--- config.mk ---
export PLATFORM = sky130hd
export DESIGN_NAME = ascon_word_serializer
export DESIGN_NICKNAME = d
export VERILOG_FILES = /design/src/rtl/ascon_word_serializer.sv
export SDC_FILE = /design/constraint.sdc
export NUM_CORES = 1
export LEC_CHECK = 0
export BUFFER_PORTS_ARGS = -buffer_cell sky130_fd_sc_hd__buf_2
export CAP_MARGIN = 20
export CORE_MARGIN = 2
export CORE_UTILIZATION = 45
export CTS_CLUSTER_DIAMETER = 100
export DETAILED_ROUTE_END_ITERATION = 12
export PLACE_DENSITY = 0.68
export SYNTH_ARGS = -nofsm -noshare
export SYNTH_HDL_FRONTEND = slang
export SYNTH_SLANG_ARGS = --single-unit
--- constraint.sdc ---
create_clock -name clk -period 2.3 [get_ports clk]
set_clock_uncertainty 0.05 [all_clocks]
set_input_delay 0.575 -clock clk [delete_from_list [all_inputs] [get_ports clk]]
set_output_delay 0.575 -clock clk [all_outputs]
set_load 0.005 [all_outputs]
--- src/rtl/ascon_word_serializer.sv ---
// Captures a WIDTH-bit word in one cycle and streams it out MS-word first over valid/ready.
// Optional ASCON_SER_ZEROIZE_EN: clears the shift register on completion and masks word_o while idle.
module ascon_word_serializer #(
  parameter int WIDTH  = 128,
  parameter int WORD_W = 32
) (
  input  logic              clk,
  input  logic              rst_n,
  input  logic              load_i,
  input  logic [WIDTH-1:0]  data_i,
  output logic [WORD_W-1:0] word_o,
  output logic              valid_o,
  input  logic              ready_i,
  output logic              last_o,
  output logic              busy_o,
  output logic              done_o
);

  localparam int NWORDS = WIDTH / WORD_W;
  localparam int CNT_W  = (NWORDS > 1) ? $clog2(NWORDS) : 1;
  localparam logic [CNT_W-1:0] LAST_IDX = CNT_W'(NWORDS - 1);

  typedef enum logic {
    IDLE,
    SEND
  } state_e;

  state_e             state_q, state_d;
  logic [WIDTH-1:0]   shift_q, shift_d;
  logic [CNT_W-1:0]   cnt_q, cnt_d;
  logic               done_q, done_d;

  always_ff @(posedge clk or negedge rst_n) begin
    if (!rst_n) begin
      state_q <= IDLE;
      shift_q <= '0;
      cnt_q   <= '0;
      done_q  <= 1'b0;
    end else begin
      state_q <= state_d;
      shift_q <= shift_d;
      cnt_q   <= cnt_d;
      done_q  <= done_d;
    end
  end

  // Every transfer shifts, so after a full block the register is empty in either build.
  always_comb begin
    state_d = state_q;
    shift_d = shift_q;
    cnt_d   = cnt_q;
    done_d  = 1'b0;
    case (state_q)
      IDLE: begin
        if (load_i) begin
          shift_d = data_i;
          cnt_d   = '0;
          state_d = SEND;
        end
      end
      SEND: begin
        if (ready_i) begin
          shift_d = shift_q << WORD_W;
          if (cnt_q == LAST_IDX) begin
            state_d = IDLE;
            done_d  = 1'b1;
            cnt_d   = '0;
`ifdef ASCON_SER_ZEROIZE_EN
            shift_d = '0;
`endif
          end else begin
            cnt_d = cnt_q + CNT_W'(1);
          end
        end
      end
      default: state_d = IDLE;
    endcase
  end

  assign valid_o = (state_q == SEND);
  assign busy_o  = (state_q == SEND);
  assign last_o  = (state_q == SEND) && (cnt_q == LAST_IDX);
  assign done_o  = done_q;

`ifdef ASCON_SER_ZEROIZE_EN
  assign word_o = valid_o ? shift_q[WIDTH-1 -: WORD_W] : '0;
`else
  assign word_o = shift_q[WIDTH-1 -: WORD_W];
`endif

endmodule

==> key figures <==
Clock network
  – Clk buf depth: 2
  – Worst skew pair latency: 400 ps
  – # hold bufs at CTS: 0
  – Clock transition at path regs: roughly 60 ps
  – H-tree levels: 4
  – Clock sinks: around 130
  – Total CTS buffers: 17
  – TritonCTS clock tree: yes
  – Root buffer cell: clkbuf_16
  – Post-CTS setup buffer count: 0
  – Post-CTS Resized: 0

Timing
  – Endpoints failing hold: 0
  – Setup TNS Final: 0 ps
  – Worst Tran Pin Value: 496 ps
  – Rel. slew slack: roughly two thirds
  – Final Critical Period: between 2000 and 2500 ps
  – Fmax: slightly below 0.5 GHz
  – Crit share post-route: 90.0%
  – RSZ-0062 raised after global routing: false
  – Slew Viols, Final: 0
  – Final setup fails: 0

Critical path
  – FF-to-FF path depth: 2
  – WP data required: between 1500 and 2000 ps
  – Critical path cell sequence: and2_1 -> buf_2
  – Worst setup SP type: flip-flop
  – Critical path's top delay family: flip-flops
  – Critical-path top delay cell: dfrtp_4
  – Crit path DAT: approximately 1500 ps
  – Worst R2R End: shift_q[125]$_DFFE_PN0P_
  – CP Capture Type: output port
  – Worst Path Buf+Inv: 1
  – Reg-to-reg slack, setup: ~780 ps
  – Crit path max fanout: 33
  – CP Class: flip-flop to output port
  – Critical Path Max Stage Delay: approximately 700 ps
  – Reg-to-reg startpoint: busy_o$_DFF_PN0_

Power
  – Leakage power: a little over 0.005 µW
  – Worst VDD drop: approximately 530 µV
  – Pwr dens: around 1100 nW/µm²

Run status
  – Status: finished clean

Global route
  – Pin count of the biggest net entering global routing: 60
  – Antenna violations before repair: 1
  – Number of global-route vias before repair: around 5300
  – First-pass GRT wire length: 26100 µm
  – Tot GR Track Use: 18.0%
  – Total gr overflow: 0

Final layout
  – Multi-input gate area: ~3600 µm²
  – Storage cell area: between 3000 and 4000 µm²
  – Final core occ: a little over half
  – Area delta synth->final: 16.9%
  – FILL cells: about 1500
  – Net count reported at finish: around 860
  – Share of cells above drive strength 1: around 28%

Logic synthesis
  – Sequential area share after synthesis: between 40 and 50%
  – Yosys reg bits: 132
  – Synth unique cells: 23
  – Mux share of post-synthesis cell area: about 42%
  – Avg Inst Size Synth: 12.5 µm²
  – Post-Synth XOR/XNOR Area: less than 1%
  – Adder-Cell Fraction of Synth Area: 0.165%
  – Syn Inst Count: slightly above 600
  – Synth warnings: 0
  – Synthesized area: about 7600 µm²
  – Largest family of logic cells by synthesized area: multiplexers
  – Post-synthesis simple-gate area fraction: under 10%
  – Complex-gate fraction of the synthesized area: under 10%
  – Net Count, Synth: roughly 740

Floorplan
  – Die span in y: roughly 130 µm
  – # IOs: 168
  – Die width: 134 µm
  – Core footprint: approximately 17000 µm²
  – Die Footprint: around 18000 µm²
  – Cell Rows: 47
  – Starting Density: ~46%

Place
  – I/O Buffers: 167
  – Final GP Congestion: 0.723
  – Placed wire-length estimate: around 11000 µm

Route
  – Met1 wire length: between 6000 and 7000 µm
  – Detailed-route wire length: around 16000 µm
  – Starting DRT DRC Count: between 150 and 200
  – Met3 wire length: ~830 µm
  – Routed via count: between 5000 and 6000
  – DRC errors left: 0
  – Post-DRT Antenna Nets: 0
  – Met2 wire len: between 7000 and 8000 µm
  – Avg WL per Cell: 16.4 µm
  – Drt pass-1 iters: 4
  – DR top layer: met4
  – Vias per inst: 5.28

Worst hold path
  – Hold Crit Class: input port to asynchronous set/reset pin

Flow run
  – Max Cap Viol: 0
[cells in the final DEF, fill, tap and decap left out, drive strengths merged]
master and n:
diode 1, a22o 1, a21o 1, dfrtp 132, bufinv 3, nor2 2, a211o 1, and3b 1
o22ai 32, clkbuf 26, xor2 1, clkinvlp 1, mux2i 318, buf 183, nor3b 1, nand2 32
and3 2, ha 1, and2 1, mux2 1
[final cells by class]
cell class                      instances  area share, %
Clock inverter                          4           1.10
Clock buffer                           26           5.40
Sequential cell                       132           37.3
Tap cell                              220           3.10
Antenna cell                            1         0.0282
Multi-Input combinational cell        395           40.7
Timing Repair Buffer                  183           12.4
[stage by stage]
stage | worst slack, ps | total power [µW] | hold slack (ps) | std cells | area [µm²]
5_1_grt | 139 | 10100 | 53.8 | 960 | 8870
3_3_place_gp | 516 | 6640 | 432 | 930 | 8290
3_5_place_dp | 451 | 6860 | 448 | 930 | 8290
4_1_cts | 209 | 9610 | 53.0 | 960 | 8870
2_1_floorplan | 670 | 6250 | 229 | 609 | 7590
6_report | 230 | 9490 | 43.8 | 961 | 8870
[power by group]
group / switching [µW] / internal [µW]
logic: 1320 / 1520
registers: 757 / 3200
clock network: 941 / 1750
[how the worst max path moves through the flow]
stage,start,end,cells past startpoint
detailed placement,load_i,shift_q[125]$_DFFE_PN0P_,4
finish,busy_o$_DFF_PN0_,last_o,2
CTS,busy_o$_DFF_PN0_,last_o,2
global route,busy_o$_DFF_PN0_,last_o,2
global placement,load_i,shift_q[13]$_DFFE_PN0P_,4
floorplan,busy_o$_DFF_PN0_,last_o,4
[state kept, by name, summed over array words and instances, names as in the netlist]
name     flops
cnt_q        2
done_o       1
shift_q    128
busy_o       1
[worst register-to-register path, stage by stage, from the launching register on]
cell	delay, ps
dfrtp_4	700
buf_12	390
mux2i_1	300
[synth_stat cells]
cell type	number	area share (%)
a21o_1	1	0.099
nor3b_2	1	0.16
xor2_1	1	0.12
clkbuf_4	3	0.30
a211o_1	1	0.12
ha_1	1	0.16
and2_1	1	0.083
buf_4	43	4.3
buf_6	9	1.3
and3_1	2	0.16
mux2i_1	318	42
buf_2	17	1.1
mux2_1	1	0.15
buf_8	7	1.4
clkbuf_1	1	0.049
a22o_1	1	0.12
dfrtp_1	132	44
clkbuf_8	1	0.18
buf_12	1	0.26
nand2_1	32	1.6
nor2_1	2	0.099
and3b_1	1	0.12
o22ai_1	32	2.6
[logic make-up (layout without fill, tap and decap cells)]
kind of cell | after synthesis | in the layout
AO/OA/AOI/OAI | 35 | 35
XOR/XNOR | 1 | 1
adder cells (fa/ha/maj) | 1 | 1
buffers and inverters | 82 | 213
flip-flops | 132 | 132
multiplexers | 319 | 319
other | 0 | 1
AND/OR/NAND/NOR | 39 | 39
[metal layers]
layer	vias up	global-route usage (%)
li1	2431	-
met1	2515	22.8
met2	115	30.8
met3	10	4.65
met4	0	4.43
met5	-	0
Power figures use the tool's default switching activity.
